[src/rtl/inference_sequencer.sv]
// -----------------------------------------------------------------------------
// inference_sequencer
//
// Walks a batch of images through an external classifier. For each image it
// presents the image base address, waits for the classifier outputs to settle,
// scans the class scores to find the argmax, and reports the classification
// together with a match against the reference label.
//
// Per image: SETTLE_CYCLES (settle) + NUM_CLASSES (scan) + 1 (report) cycles.
//
// Ports
//   clk            : single clock, rising edge
//   rst            : asynchronous active-high reset
//   start          : run request pulse (honoured in IDLE only)
//   abort          : synchronous run cancel (any non-IDLE state)
//   addr           : image base address, always image_idx * IN_WIDTH
//   score_sel      : class index being scanned (0 outside SCAN)
//   score          : score of class score_sel (combinational from score_sel)
//   image_idx      : current image number
//   label          : reference label of image_idx (combinational)
//   busy           : high in SETTLE, SCAN and REPORT
//   result_valid   : one-cycle strobe in REPORT
//   classified     : argmax of the last scan, held until the next scan
//   correct        : classified == label, valid with result_valid
//   correct_count  : number of correctly classified images this run
//   done           : one-cycle pulse after the last image
//
// Optional feature, enabled by defining INFER_MISS_LOG_EN:
//   miss_seen      : a misclassification occurred in the current run
//   miss_idx       : image_idx of the first misclassification
// -----------------------------------------------------------------------------
module inference_sequencer #(
    parameter int IN_WIDTH      = 784,
    parameter int NUM_CLASSES   = 10,
    parameter int NUM_IMAGES    = 100,
    parameter int SETTLE_CYCLES = 25,
    parameter int SCORE_W       = 64
) (
    input  logic               clk,
    input  logic               rst,
    input  logic               start,
    input  logic               abort,
    output logic [31:0]        addr,
    output logic [3:0]         score_sel,
    input  logic [SCORE_W-1:0] score,
    output logic [15:0]        image_idx,
    input  logic [3:0]         label,
    output logic               busy,
    output logic               result_valid,
    output logic [3:0]         classified,
    output logic               correct,
    output logic [15:0]        correct_count,
`ifdef INFER_MISS_LOG_EN
    output logic               miss_seen,
    output logic [15:0]        miss_idx,
`endif
    output logic               done
);

    typedef enum logic [2:0] {
        IDLE   = 3'd0,
        SETTLE = 3'd1,
        SCAN   = 3'd2,
        REPORT = 3'd3,
        DONE   = 3'd4
    } state_t;

    state_t             state_q,     state_d;
    logic [31:0]        cnt_q,       cnt_d;
    logic [31:0]        addr_q,      addr_d;
    logic [15:0]        idx_q,       idx_d;
    logic [SCORE_W-1:0] best_val_q,  best_val_d;
    logic [3:0]         best_idx_q,  best_idx_d;
    logic [15:0]        cc_q,        cc_d;
    logic               miss_seen_q, miss_seen_d;
    logic [15:0]        miss_idx_q,  miss_idx_d;

    logic abort_act_s;
    logic match_s;

    // An abort only cancels an active run; in IDLE it has no effect.
    assign abort_act_s = abort && (state_q != IDLE);
    assign match_s     = (best_idx_q == label);

    // Output decode from the registered state; abort suppresses report and done.
    assign busy          = (state_q == SETTLE) || (state_q == SCAN) || (state_q == REPORT);
    assign result_valid  = (state_q == REPORT) && !abort;
    assign correct       = (state_q == REPORT) && !abort && match_s;
    assign done          = (state_q == DONE) && !abort;
    assign score_sel     = (state_q == SCAN) ? cnt_q[3:0] : 4'd0;
    assign addr          = addr_q;
    assign image_idx     = idx_q;
    assign classified    = best_idx_q;
    assign correct_count = cc_q;

`ifdef INFER_MISS_LOG_EN
    assign miss_seen = miss_seen_q;
    assign miss_idx  = miss_idx_q;
`endif

    // Next-state and datapath update for the sequencer.
    always_comb begin
        state_d     = state_q;
        cnt_d       = cnt_q;
        addr_d      = addr_q;
        idx_d       = idx_q;
        best_val_d  = best_val_q;
        best_idx_d  = best_idx_q;
        cc_d        = cc_q;
        miss_seen_d = miss_seen_q;
        miss_idx_d  = miss_idx_q;

        if (abort_act_s) begin
            state_d = IDLE;
            cnt_d   = 32'd0;
        end else begin
            case (state_q)
                IDLE: begin
                    if (start) begin
                        state_d     = SETTLE;
                        cnt_d       = 32'd0;
                        addr_d      = 32'd0;
                        idx_d       = 16'd0;
                        cc_d        = 16'd0;
                        miss_seen_d = 1'b0;
                        miss_idx_d  = 16'd0;
                    end else begin
                        state_d = IDLE;
                    end
                end
                SETTLE: begin
                    if (cnt_q == 32'(SETTLE_CYCLES - 1)) begin
                        state_d = SCAN;
                        cnt_d   = 32'd0;
                    end else begin
                        cnt_d = cnt_q + 32'd1;
                    end
                end
                SCAN: begin
                    // Class 0 seeds the maximum; strict > keeps the lower index on ties.
                    if ((cnt_q == 32'd0) || (score > best_val_q)) begin
                        best_val_d = score;
                        best_idx_d = cnt_q[3:0];
                    end else begin
                        best_val_d = best_val_q;
                    end
                    if (cnt_q == 32'(NUM_CLASSES - 1)) begin
                        state_d = REPORT;
                        cnt_d   = 32'd0;
                    end else begin
                        cnt_d = cnt_q + 32'd1;
                    end
                end
                REPORT: begin
                    if (match_s) begin
                        cc_d = cc_q + 16'd1;
                    end else if (!miss_seen_q) begin
                        miss_seen_d = 1'b1;
                        miss_idx_d  = idx_q;
                    end else begin
                        cc_d = cc_q;
                    end
                    if (idx_q == 16'(NUM_IMAGES - 1)) begin
                        state_d = DONE;
                    end else begin
                        // Running sum keeps addr == image_idx * IN_WIDTH without a multiplier.
                        state_d = SETTLE;
                        cnt_d   = 32'd0;
                        idx_d   = idx_q + 16'd1;
                        addr_d  = addr_q + 32'(IN_WIDTH);
                    end
                end
                DONE: begin
                    state_d = IDLE;
                end
                default: begin
                    state_d = IDLE;
                    cnt_d   = 32'd0;
                end
            endcase
        end
    end

    // State and datapath registers with asynchronous reset.
    always_ff @(posedge clk or posedge rst) begin
        if (rst) begin
            state_q     <= IDLE;
            cnt_q       <= 32'd0;
            addr_q      <= 32'd0;
            idx_q       <= 16'd0;
            best_val_q  <= '0;
            best_idx_q  <= 4'd0;
            cc_q        <= 16'd0;
            miss_seen_q <= 1'b0;
            miss_idx_q  <= 16'd0;
        end else begin
            state_q     <= state_d;
            cnt_q       <= cnt_d;
            addr_q      <= addr_d;
            idx_q       <= idx_d;
            best_val_q  <= best_val_d;
            best_idx_q  <= best_idx_d;
            cc_q        <= cc_d;
            miss_seen_q <= miss_seen_d;
            miss_idx_q  <= miss_idx_d;
        end
    end

endmodule

[config.mk]
export PLATFORM = sky130hd
export DESIGN_NAME = inference_sequencer
export DESIGN_NICKNAME = d
export VERILOG_FILES = /design/src/rtl/inference_sequencer.sv
export SDC_FILE = /design/constraint.sdc
export NUM_CORES = 1
export LEC_CHECK = 0
export ABC_AREA = 1
export ABC_CLOCK_PERIOD_IN_PS = 5550
export CAP_MARGIN = 40
export CORE_MARGIN = 2
export CORE_UTILIZATION = 35
export DETAILED_ROUTE_END_ITERATION = 7
export GPL_ROUTABILITY_DRIVEN = 0
export PLACE_DENSITY_LB_ADDON = 0.05
export SYNTH_ARGS = -nofsm -noshare
export SYNTH_HDL_FRONTEND = slang
export SYNTH_SLANG_ARGS = --single-unit
[constraint.sdc]
create_clock -name clk -period 5.55 [get_ports clk]
set_input_delay 0.555 -clock clk [delete_from_list [all_inputs] [get_ports clk]]
set_output_delay 0.555 -clock clk [all_outputs]
set_load 0.05 [all_outputs]
Word-level counts from Yosys, hierarchy flattened
Cells that the tools add are included.
Operators by class
  mux-type cells: 20
  reductions and logical operators: 17
  order comparisons: 1
  add/sub/neg operators: 4
  bitwise logic cells: 1
  equality and inequality tests: 16
Operators by type and width (number)
  $mux W32: 6
  $pmux W32 S5: 1
  $gt A64 B64 Y1: 1
  $pmux W16 S2: 2
  $pmux W32 S2: 1
  $mux W16: 3
  $add A16 B1 Y16 const B: 2
  $add A32 B1 Y32 const B: 1
  $add A32 B10 Y32 const B: 1
  $eq A32 B4 Y1 const B: 1
  $eq A32 B5 Y1 const B: 1
  $logic_not A32 Y1: 1
  $eq A16 B7 Y1 const B: 1
  $mux W3: 4
  $pmux W3 S4: 1
  $ne A2 B2 Y1 const B: 4
  $reduce_and A4 Y1: 2
  $eq A3 B2 Y1 const B: 2
  $ne A3 B2 Y1 const B: 2
  $ne A3 B3 Y1 const B: 2
  $reduce_and A3 Y1: 2
  $eq A4 B4 Y1: 1
  $logic_and A1 B1 Y1: 4
  $mux W4: 1
  10 further kinds: 12
Storage, ports and cells
  output and inout port bits: 76
  input bits: 72
  register bits after elaboration: 167

Depth between registers and ports, before layout
Gate-level depths: netlist of the first run.
  depth after elaboration: 4
  mapped depth: 22
  mapped depth without buffers: 20

Least setup slack after synthesis of the first run
No wires, ideal clock.
  path type: register to output
  start point: register state_q[2]
  end point: output correct
  buffers on the path: 0
  data required time: 4.995 ns
  arrival: 1.870 ns
  cell stages (with the launch flop): 6
  slack: 3.125 ns
  cell sequence: dfrtp_1 -> nor3_4 -> inv_2 -> nor2_4 -> inv_2 -> nor2_1
Between the ends
  cells in the longest elaborated chain, start to end: 3
Ends and longest elaborated chain
  from (decl): RTL line 68  | state_t state_q, state_d;
  from (signal assigned): RTL line 197  | state_q <= state_d;
  $eq A3 B2 Y1
  $logic_and A1 B1 Y1
  net result_valid: RTL line 49  | output logic result_valid,
  $logic_and A1 B1 Y1: RTL line 88  | assign correct = (state_q == REPORT) && !abort && match_s;
  to (decl): RTL line 51  | output logic correct,
The timed path passes the listed nets, and every way through them passes these cells.

Worst setup path in the final report of the first run
  start point: register state_q[2]
  end point: output correct
Between the ends
  cells in the longest elaborated chain, start to end: 3
Ends and longest elaborated chain (RTL line)
  $eq A3 B2 Y1: 88
  $logic_and A1 B1 Y1 (2 in a row): 88
No other way between the ends.

==> results of run 1 <==
worst max-delay path: stages (launching register included):
cell             delay (ns)
dfrtp_1                0.47
nor3_4                 0.67
inv_2                  0.45
nor2_4                 0.20
inv_2                  0.08
nor2_1                 0.10
clkdlybuf4s50_1        0.84
metrics by stage:
| stage | hold WS [ns] | utilization (%) |
|---|---|---|
| 4_1_cts | 0.473 | 44.0 |
| 2_1_floorplan | 0.442 | - |
| 3_3_place_gp | 0.453 | 41.9 |
| 3_5_place_dp | 0.458 | 42.0 |
| 5_1_grt | 0.491 | 44.0 |
| 6_report | 0.469 | 44.0 |
path summary, 6_finish.rpt:
check	to	slack, ns
setup / recovery	correct	1.72
hold / removal	best_val_q[37]$_DFFE_PP0P_	0.47
setup reg to reg	image_idx[3]$_DFFE_PP0P_	2.27
hold reg to reg	best_val_q[37]$_DFFE_PP0P_	0.47
max in group asynchronous	best_val_q[9]$_DFFE_PP0P_	3.85
min in group asynchronous	cnt_q[2]$_DFFE_PP0P_	0.61
sequential cells by signal (all words and copies together), names as in the netlist:
| signal | flops |
|---|---|
| best_val_q | 64 |
| cnt_q | 32 |
| state_q | 3 |
| correct_count | 16 |
| image_idx | 16 |
| addr | 28 |
| classified | 4 |
Yosys cell counts (4+ instances only):
master,count
nor4_1,22
o21ai_0,66
nor3_1,40
ha_1,70
o21a_1,4
inv_2,7
buf_2,15
xor2_1,37
nand4_1,29
dfrtp_1,163
buf_4,6
xnor2_1,13
o31ai_1,21
nand3_1,123
a21oi_1,55
o21ai_1,4
inv_1,164
nand2_1,382
nor2_1,108
clkbuf_1,20
cells in the final DEF (no fill, tap or decap), types with 5 or more instances in the layout:
cell	n
inv_1	163
nor4_1	22
nor3_1	40
a21oi_1	55
o31ai_1	21
nand3_1	123
ha_1	70
dfrtp_1	163
nor2_1	107
xnor2_1	13
xor2_1	37
o21ai_0	66
buf_4	7
nand2_1	380
inv_2	7
inv_6	5
clkdlybuf4s50_1	143
clkbuf_16	17
nand4_1	29
final cells by class:
cell class                 instances  area, µm²
clock buffer                      17        425
timing repair buffer             150       1480
fill                            2991      16100
multi-input combinational       1012       5410
inverter                         172        651
clock inverter                    14        179
sequential                       163       4080
tap                              384        480
cell families (layout without fill, tap and decap cells):
group	after synthesis	after routing	share of synthesized area [%]
XOR/XNOR	50	50	4.24
buffers and inverters	215	353	8.22
AND/OR/NAND/NOR	722	722	30.3
flip-flops	163	163	39.5
adder cells (fa/ha/maj)	70	70	8.49
other	1	4	0.0364
AO/OA/AOI/OAI	166	166	9.12
power groups by stage:
stage | Sequential [mW] | Clock, mW | Combinational [mW]
2_1_floorplan | 1.68 | 0 | 1.09
3_3_place_gp | 1.61 | 0 | 1.63
3_5_place_dp | 1.61 | 0 | 1.65
4_1_cts | 1.59 | 1.29 | 1.65
5_1_grt | 1.62 | 1.34 | 1.88
6_report | 1.59 | 1.25 | 1.62
per-layer routing:
layer  up-vias  wire length, µm  share of wire (%)
li1       4811                -                  -
met1      4380            14500                 50
met2       184            12900                 44
met3        20             1540                5.2
met4         0              351                1.2
met5         -                0                  0
==> metrics.md, run 1 <==
| Metric | Value |
|---|---|
| Setup_tns | 0 ns |
| Worst Reg2Reg Path Length in Cells | 8 |
| Arr. time, crit path | 3.27 ns |
| Hold Startpoint | best_val_q[37]$_DFFE_PP0P_ |
| WS Path Type | register to output pin |
| Postcts setup bufs | 0 |
| Switching Fraction | about two fifths |
| Max FO, Critical Path | 25 |
| Register bit total from synthesis | 163 |
| Final Hold Vio Count | 0 |
| Status | finished clean |
| Synth Cell Area | a little over 10000 µm² |
| Tot Pwr | 4.47 mW |
| Cts repair resizes | 0 |
| Asr flop ratio synth | 100% |
| Post-synth EDFFs | 0 |
| Top cell type by total area after synthesis | dfrtp_1 |
| Dpl ws | 1.94 ns |
| Detailed Route WL | around 30 mm |
| Fraction of layout cells with a size suffix above 1 | 4.12% |
| Type of origin of the critical path | register |
| Seq pwr share | 35.6% |
| Crit end category | output pin |
| Setup ws final | between 1.5 and 2 ns |
| Pin count of the biggest net entering global routing | 79 |
| Post-DP HPWL | 20.9 mm |
| Largest cells by area after synthesis | dfrtp_1, nand2_1, ha_1, inv_1, nand3_1 |
| Final slew viol count | 0 |
| Post-Layout Cell Count | 1912 |
| Internal | 2.68 mW |
| Routing usage on met2 | 31.0% |
| CTS tree | yes |
| Minimum clock period | 3.83 ns |
| CTS root buf | clkbuf_16 |
| Die area | 30900 µm² |
| Gate Count Post-Synth | 1387 |
| WL/cell | 15.4 µm |
| Slew margin rel. | 46.6% |
| Psw | 1.79 mW |
| CP startpoint | state_q[2]$_DFFE_PP0P_ |
| Avg Vias per Cell | 4.91 |
| H-Tree Depth | 4 |
| Yosys top cell area share | 39.5% |
| CORE AREA | roughly 29000 µm² |
| Routed vias | 9395 |
| Syn avg cell area | roughly 7.4 µm² |
| All-Layer GR Usage | 19.6% |
| Height of the die | 176 µm |
| Setup-failing EPs final | 0 |
| Initial Util | 35.7% |
| Clock power share | 28.1% |
| Num ports | approximately 150 |
| Clk slew on worst S/H paths | 0.07 ns |
| Initial antenna violation count | 0 |
| RSZ-0062 raised after global routing | no |
| GR Util met3 | under 10% |
| Finished Cell Area | between 10000 and 15000 µm² |
| GRT overflow | 0 |
| Number of cells on the worst hold path | 2 |
| Power density cells | around 350 nW/µm² |
| ANT cells | 0 |
| Reg2reg start | state_q[2]$_DFFE_PP0P_ |
| DP Cell Count | ~1.9k |
| Yosys warns | 0 |
| Clk_lat worst skew | ~0.44 ns |
| Antenna Violating Nets Remaining | 0 |
| Std-Cell Rows | 62 |
| Number of remaining DRC errors | 0 |
| Synth-to-Final Area Change | 23.2% |
| Worst Max-Slew Pin Slew | 0.799 ns |
| Vias in the first global route | 9185 |
| CTS Buf Count | 17 |
| Nets@finish | 1658 |
| First-iteration detailed-routing DRC count | 599 |
| CTS max path bufs | 2 |
| Hold buffers post-CTS | 0 |
| CTS Sinks | around 160 |
| Comb pwr share | between 30% and 40% |
| Final worst-path cycle share | 68.9% |
| Most Used Layer, Global Route | met2 |
| Max IR drop VDD | 0.202 mV |
| PortBufs | about 140 |
| Clock skew | approximately 0.014 ns |
| 1st-pass router iterations | 7 |
| Sequential area share after synthesis | 39.5% |
| Ys flop type | dfrtp_1 |
| GR Util met1 | between 20% and 30% |
| CP required | about 5.0 ns |
| P_leak | 5.65 nW |
| HP Class | register to register |
| Area after DPL | 12100 µm² |
| Die width | 176 µm |
| First-pass GRT wire length | 48.6 mm |
| Max cap viols | 0 |
| FMAX | 261 MHz |
| Synth cell types | between 40 and 50 |
(Power assumes the default switching activity.)
==> run 2: changes to the inputs <==
Settings changed: ABC_CLOCK_PERIOD_IN_PS 5550 to 3950.
Clock period 5.55 ns to 3.95 ns, I/O delays scaled along.
==> run 2 against run 1 <==
Effect of this change: routed wire length grew 0.18%; combinational power grew 43%; clock power grew 43%; sequential power grew 41%; hold slack lost 0.25 ns; global-route usage grew 0.083 points; non-clock buffer count grew 9; total power grew 42%; first-iteration DRC count grew 7.7%; highest routed layer unchanged.
==> metrics.md, run 2 (synthesis gave the netlist of run 1 again) <==
| Metric | Value |
|---|---|
| Finished Cell Area | 12900 µm² (+1.1%) |
| Pin count of the biggest net entering global routing | 66 (-16%) |
| WL/cell | 15.3 µm (-0.40%) |
| Biggest register | best_val_q |
| CP Cell Sequence | nor3_4 -> buf_4 -> inv_2 -> nor2_4 -> inv_2 -> nor2_1 -> clkdlybuf4s50_1 |
| Smallest hold slack | 0.218 ns (-0.251 ns) |
| Power density cells | 493 nW/µm² (+40%) |
| Crit path top cell by count | inv_2 |
| Clk_lat worst skew | 0.44 ns (about the same) |
| P_leak | 5.72 nW (+1.3%) |
| Arr. time, crit path | 2.86 ns (-0.41 ns) |
| First-pass GRT wire length | 48.8 mm (+0.43%) |
| Type of origin of the critical path | register |
| Worst Max-Slew Pin Slew | 0.729 ns (-0.0706 ns) |
| Commonest cells after routing, fill and taps aside | nand2_1, inv_1, dfrtp_1, clkdlybuf4s50_1, nand3_1 |
| Fraction of layout cells with a size suffix above 1 | 4.49% (+0.36 points) |
| Setup slack, reg-to-reg | 1.20 ns (-1.07 ns) |
| RSZ-0062 raised after global routing | no |
| Postcts setup bufs | 0 (unchanged) |
| Crit end category | output pin |
| Worst Reg2Reg Path Length in Cells | 12 (+4) |
| Final core utilization | 44.5% (+0.49 points) |
| FMAX | 307 MHz |
| Max cap viols | 0 (unchanged) |
| Dpl ws | 0.806 ns (-1.14 ns) |
| CTS Sinks | 163 (unchanged) |
| Final Hold Vio Count | 0 (unchanged) |
| PortBufs | 143 (unchanged) |
| Final slew viol count | 0 (unchanged) |
| CTS root buf | clkbuf_16 |
| CTS Buf Count | 17 (unchanged) |
| Die width | 176 µm (unchanged) |
| Die area | 30900 µm² (unchanged) |
| Worst path max stage delay | 0.86 ns (+0.02 ns) |
| CP required | 3.56 ns (-1.43 ns) |
| 1st-pass router iterations | 5 (-2) |
| Final worst-path cycle share | slightly above 80% |
| All-Layer GR Usage | 19.7% (+0.083 points) |
| Max FO, Critical Path | 25 (unchanged) |
| H-Tree Depth | 4 (unchanged) |
| Avg Vias per Cell | 4.88 (-0.78%) |
| CTS tree | yes |
| Max IR drop VDD | 0.338 mV (+67%) |
| Area after DPL | 12200 µm² (+1.1%) |
| First-iteration detailed-routing DRC count | 645 (+7.7%) |
| Height of the die | 176 µm (unchanged) |
| Initial Util | 35.7% (unchanged) |
| Std-Cell Rows | 62 (unchanged) |
| Fill cell count | 2984 (-0.23%) |
| Routed vias | 9375 (-0.21%) |
| Crit-path leading delay family | buffers and inverters |
| Hold buffers post-CTS | 0 (unchanged) |
| GRT overflow | 0 (unchanged) |
| Number of remaining DRC errors | 0 (unchanged) |
| Nets@finish | 1667 (+0.54%) |
| Clk slew on worst S/H paths | 0.07 ns (about the same) |
| Clock skew | 0.0145 ns (+0.000578 ns) |
| WS Path Type | register to output pin |
| Minimum clock period | between 3 and 4 ns |
| Reg2reg start | image_idx[0]$_DFFE_PP0P_ |
| HP Class | input pin to async pin |
| Worst reg2reg endpoint | addr[22]$_DFFE_PP0P_ |
| Max FFs per register | 64 (unchanged) |
| Slew margin rel. | 51.4% (+4.8 points) |
| Setup_tns | 0 ns (unchanged) |
| Setup-failing EPs final | 0 (unchanged) |
| Slowest-stage cell, CP | clkdlybuf4s50_1 |
| Post-DP HPWL | 21.3 mm (+1.9%) |
| WP buf/inv | 4 (+1) |
| Cts repair resizes | 0 (unchanged) |
| Vias in the first global route | 9220 (+0.38%) |
| Synth-to-Final Area Change | 24.6% |
| Setup ws final | 0.690 ns (-1.03 ns) |
| Status | finished clean |
| CTS max path bufs | 2 (unchanged) |
| Detailed Route WL | 29.4 mm (+0.18%) |
| Initial antenna violation count | 0 (unchanged) |
| Most common cell after layout, fill and taps aside | nand2_1 |
| Antenna Violating Nets Remaining | 0 (unchanged) |
| CORE AREA | 28900 µm² (unchanged) |
| Num ports | 148 (unchanged) |
## run 2: changes by cell type in the layout (fill, tap and decap cells not counted), moves of 2 or more
| cell | delta |
|---|---|
| buf_12 | +5 |
| buf_4 | +4 |
| clkbuf_1 | +4 |
| clkbuf_8 | +4 |
| inv_6 | -4 |
| clkinv_4 | -2 |
## run 2: area by class of cell
cell class | count | area, µm² | share of cell area (%)
Sequential cell | 163 | 4080 | 31.7
Inverter | 172 | 649 | 5.05
Multi-Input combinational cell | 1012 | 5410 | 42.1
Clock inverter | 7 | 120 | 0.934
Timing Repair Buffer | 159 | 1610 | 12.6
Antenna cell | 1 | 2.50 | 0.0195
Clock buffer | 25 | 495 | 3.85
Tap cell | 384 | 480 | 3.74
## run 2: how the worst max path moves through the flow
stage | cells past startpoint | slack [ns] | from | endpoint
2_1_floorplan | 1 | 1.48 | rst | addr[10]$_DFFE_PP0P_
3_3_place_gp | 13 | 0.83 | score[55] | best_val_q[27]$_DFFE_PP0P_
3_5_place_dp | 13 | 0.81 | score[55] | best_val_q[15]$_DFFE_PP0P_
4_1_cts | 7 | 0.66 | state_q[2]$_DFFE_PP0P_ | correct
5_1_grt | 7 | 0.56 | state_q[2]$_DFFE_PP0P_ | correct
6_report | 7 | 0.69 | state_q[2]$_DFFE_PP0P_ | correct
## run 2: per-layer routing
metal	up-vias	GRT usage (%)	wire length, µm
met4	0	4.82	434
met3	23	4.59	1600
met5	-	0	0
met2	170	30.8	12800
met1	4359	27.6	14500
li1	4823	-	-
## run 2: power breakdown
group	switching [mW]	internal, mW	total, mW
combinational	1.52	0.791	2.31
sequential	0.220	2.02	2.24
clock	0.725	1.07	1.79
total	2.47	3.87	6.34
## run 2: stage by stage
stage	instances	power, mW
detailed placement	1890	4.61
finish	1923	6.34
global route	1922	6.88
global placement	1889	4.59
CTS	1922	6.44
floorplan	1390	3.90
==> run 3: changes to the inputs <==
Settings changed: ABC_CLOCK_PERIOD_IN_PS 3950 to 3100.
Clock period 3.95 ns to 3.1 ns, I/O delays scaled along.
==> run 3 against run 2 <==
Effect of this change: combinational power rose by 32%; sequential share of layout area fell by 0.27 points; die area is the same; final cell count grew 0.31%; critical path depth is 2 lower; setup slack lost 0.25 ns; sequential power is 27% higher; total power is 33% higher; critical endpoint is now score_sel[3]; clock skew is 0.0050 ns lower; global-route usage rose by 0.054 points; routed wire length grew 0.34%; first-iteration DRC count down 18%.
==> metrics.md, run 3 (synthesis gave the netlist of run 1 again) <==
| Metric | Value |
|---|---|
| CTS Sinks | 163 (unchanged) |
| Minimum clock period | 2.66 ns |
| Final core utilization | 44.9% (+0.38 points) |
| Initial Util | 35.7% (unchanged) |
| Psw | 3.20 mW (+29%) |
| Worst Max-Slew Pin Slew | 0.724 ns (-0.00470 ns) |
| CTS Buf Count | 17 (unchanged) |
| Clock power share | 30.1% (+1.8 points) |
| Comb pwr share | 36.2% (-0.3 points) |
| ANT cells | 0 (-1) |
| Detailed Route WL | 29.5 mm (+0.34%) |
| Crit end category | output pin |
| FMAX | 376 MHz |
| Routed vias | 9485 (+1.2%) |
| Final slew viol count | 0 (unchanged) |
| Clk_lat worst skew | 0.43 ns (about the same) |
| Pin count of the biggest net entering global routing | 110 (+67%) |
| First-pass GRT wire length | 48.9 mm (+0.37%) |
| HP Class | input pin to async pin |
| Reg2reg start | image_idx[1]$_DFFE_PP0P_ |
| CP required | 2.79 ns (-0.77 ns) |
| Setup_tns | 0 ns (unchanged) |
| Antenna Violating Nets Remaining | 0 (unchanged) |
| GRT overflow | 0 (unchanged) |
| Arr. time, crit path | 2.35 ns (-0.51 ns) |
| Height of the die | 176 µm (unchanged) |
| Clk slew on worst S/H paths | 0.07 ns (about the same) |
| Slew margin rel. | 51.7% (+0.37 points) |
| Avg Vias per Cell | 4.92 (+0.86%) |
| Setup ws final | 0.443 ns (-0.247 ns) |
| Hold buffers post-CTS | 0 (unchanged) |
| CORE AREA | 28900 µm² (unchanged) |
| Die width | 176 µm (unchanged) |
| Fraction of layout cells with a size suffix above 1 | 5.31% (+0.82 points) |
| Max IR drop VDD | 0.372 mV (+10%) |
| Nets@finish | 1675 (+0.48%) |
| Fill cell count | 2994 (+0.34%) |
| Most common cell after layout, fill and taps aside | nand2_1 |
| Number of remaining DRC errors | 0 (unchanged) |
| Seq pwr share | 33.7% (-1.5 points) |
| Clock skew | 0.00946 ns (-0.00503 ns) |
| H-Tree Depth | 4 (unchanged) |
| Post-DP HPWL | 21.3 mm (about the same) |
| Smallest hold slack | 0.400 ns (+0.182 ns) |
| First-iteration detailed-routing DRC count | 532 (-18%) |
| Initial antenna violation count | 0 (unchanged) |
| Worst reg2reg endpoint | addr[8]$_DFFE_PP0P_ |
| Switching Fraction | 38.0% (-0.94 points) |
| RSZ-0062 raised after global routing | no |
| Biggest register | best_val_q |
| WS Path Type | register to output pin |
| P_leak | 5.80 nW (+1.3%) |
| CTS root buf | clkbuf_16 |
| Num ports | 148 (unchanged) |
| CTS tree | yes |
| Worst Reg2Reg Path Length in Cells | 10 (-2) |
| Commonest cells after routing, fill and taps aside | nand2_1, inv_1, dfrtp_1, clkdlybuf4s50_1, nand3_1 |
| 1st-pass router iterations | 5 (unchanged) |
| Internal | 5.22 mW (+35%) |
| Vias in the first global route | 9237 (+0.18%) |
| Power density cells | 649 nW/µm² (+32%) |
| Final worst-path cycle share | around 86% |
| Type of origin of the critical path | register |
| PortBufs | 143 (unchanged) |
| Max cap viols | 0 (unchanged) |
| Dpl ws | 0.156 ns (-0.650 ns) |
| Setup-failing EPs final | 0 (unchanged) |
| Postcts setup bufs | 0 (unchanged) |
| Std-Cell Rows | 62 (unchanged) |
| Max FO, Critical Path | 8 (-68%) |
| Setup slack, reg-to-reg | 0.52 ns (-0.68 ns) |
| Synth-to-Final Area Change | 25.7% |
| Die area | 30900 µm² (unchanged) |
| Max FFs per register | 64 (unchanged) |
| Status | finished clean |
| Cts repair resizes | 0 (unchanged) |
| CTS max path bufs | 2 (unchanged) |
| Final Hold Vio Count | 0 (unchanged) |
| WL/cell | 15.3 µm (about the same) |
| All-Layer GR Usage | 19.8% (+0.054 points) |
## run 3: changes by cell type in the layout (fill, tap and decap cells not counted), sizes merged
cell	delta
clkinv	+3
bufinv	+4
buf	+10
clkdlybuf4s50	-2
diode	-1
clkbuf	-8
## run 3: power groups by stage
stage	clock, mW	sequential (mW)	combinational [mW]
3_3_place_gp	0	2.88	3.03
3_5_place_dp	0	2.87	3.07
4_1_cts	2.60	2.84	3.08
6_report	2.53	2.84	3.04
5_1_grt	2.68	2.89	3.52
2_1_floorplan	0	3.00	1.96
## run 3: worst max-delay path by stage
stage | start | end | slack (ns) | cells past startpoint
finish | state_q[2]$_DFFE_PP0P_ | score_sel[3] | 0.44 | 5
global route | image_idx[1]$_DFFE_PP0P_ | addr[8]$_DFFE_PP0P_ | 0.23 | 10
CTS | state_q[2]$_DFFE_PP0P_ | score_sel[3] | 0.41 | 5
detailed placement | score[55] | best_val_q[27]$_DFFE_PP0P_ | 0.16 | 13
global placement | score[55] | best_val_q[27]$_DFFE_PP0P_ | 0.14 | 13
floorplan | rst | addr[10]$_DFFE_PP0P_ | 0.72 | 1
## run 3: cell type report
type | count | area (µm²) | share of cell area (%)
Timing Repair Buffer | 167 | 1660 | 12.8
Clock buffer | 17 | 425 | 3.28
Inverter | 172 | 649 | 5.01
Tap cell | 384 | 480 | 3.71
Multi-Input combinational cell | 1012 | 5410 | 41.8
Sequential cell | 163 | 4080 | 31.5
Clock inverter | 14 | 259 | 2.00
## run 3: worst max-delay path, stage by stage (launching register included)
cell	delay, ns
dfrtp_1	0.47
nor3_2	0.21
buf_4	0.20
inv_2	0.12
nor2_1	0.11
clkdlybuf4s50_1	0.81
## run 3: per-stage QoR
step                      power, mW  area [µm²]  instances
after global routing           9.09       13000       1929
final                          8.41       13000       1929
after CTS                      8.53       13000       1929
after detailed placement       5.94       12300       1898
after global placement         5.91       12300       1898
after floorplan                4.96       10300       1390
## run 3: routing by layer
| metal | track usage [%] | part of all wire, % | vias up |
|---|---|---|---|
| li1 | - | - | 4846 |
| met1 | 28.5 | 50 | 4434 |
| met2 | 30.4 | 44 | 188 |
| met3 | 4.44 | 5.4 | 17 |
| met4 | 4.24 | 0.92 | 0 |
| met5 | 0 | 0 | - |
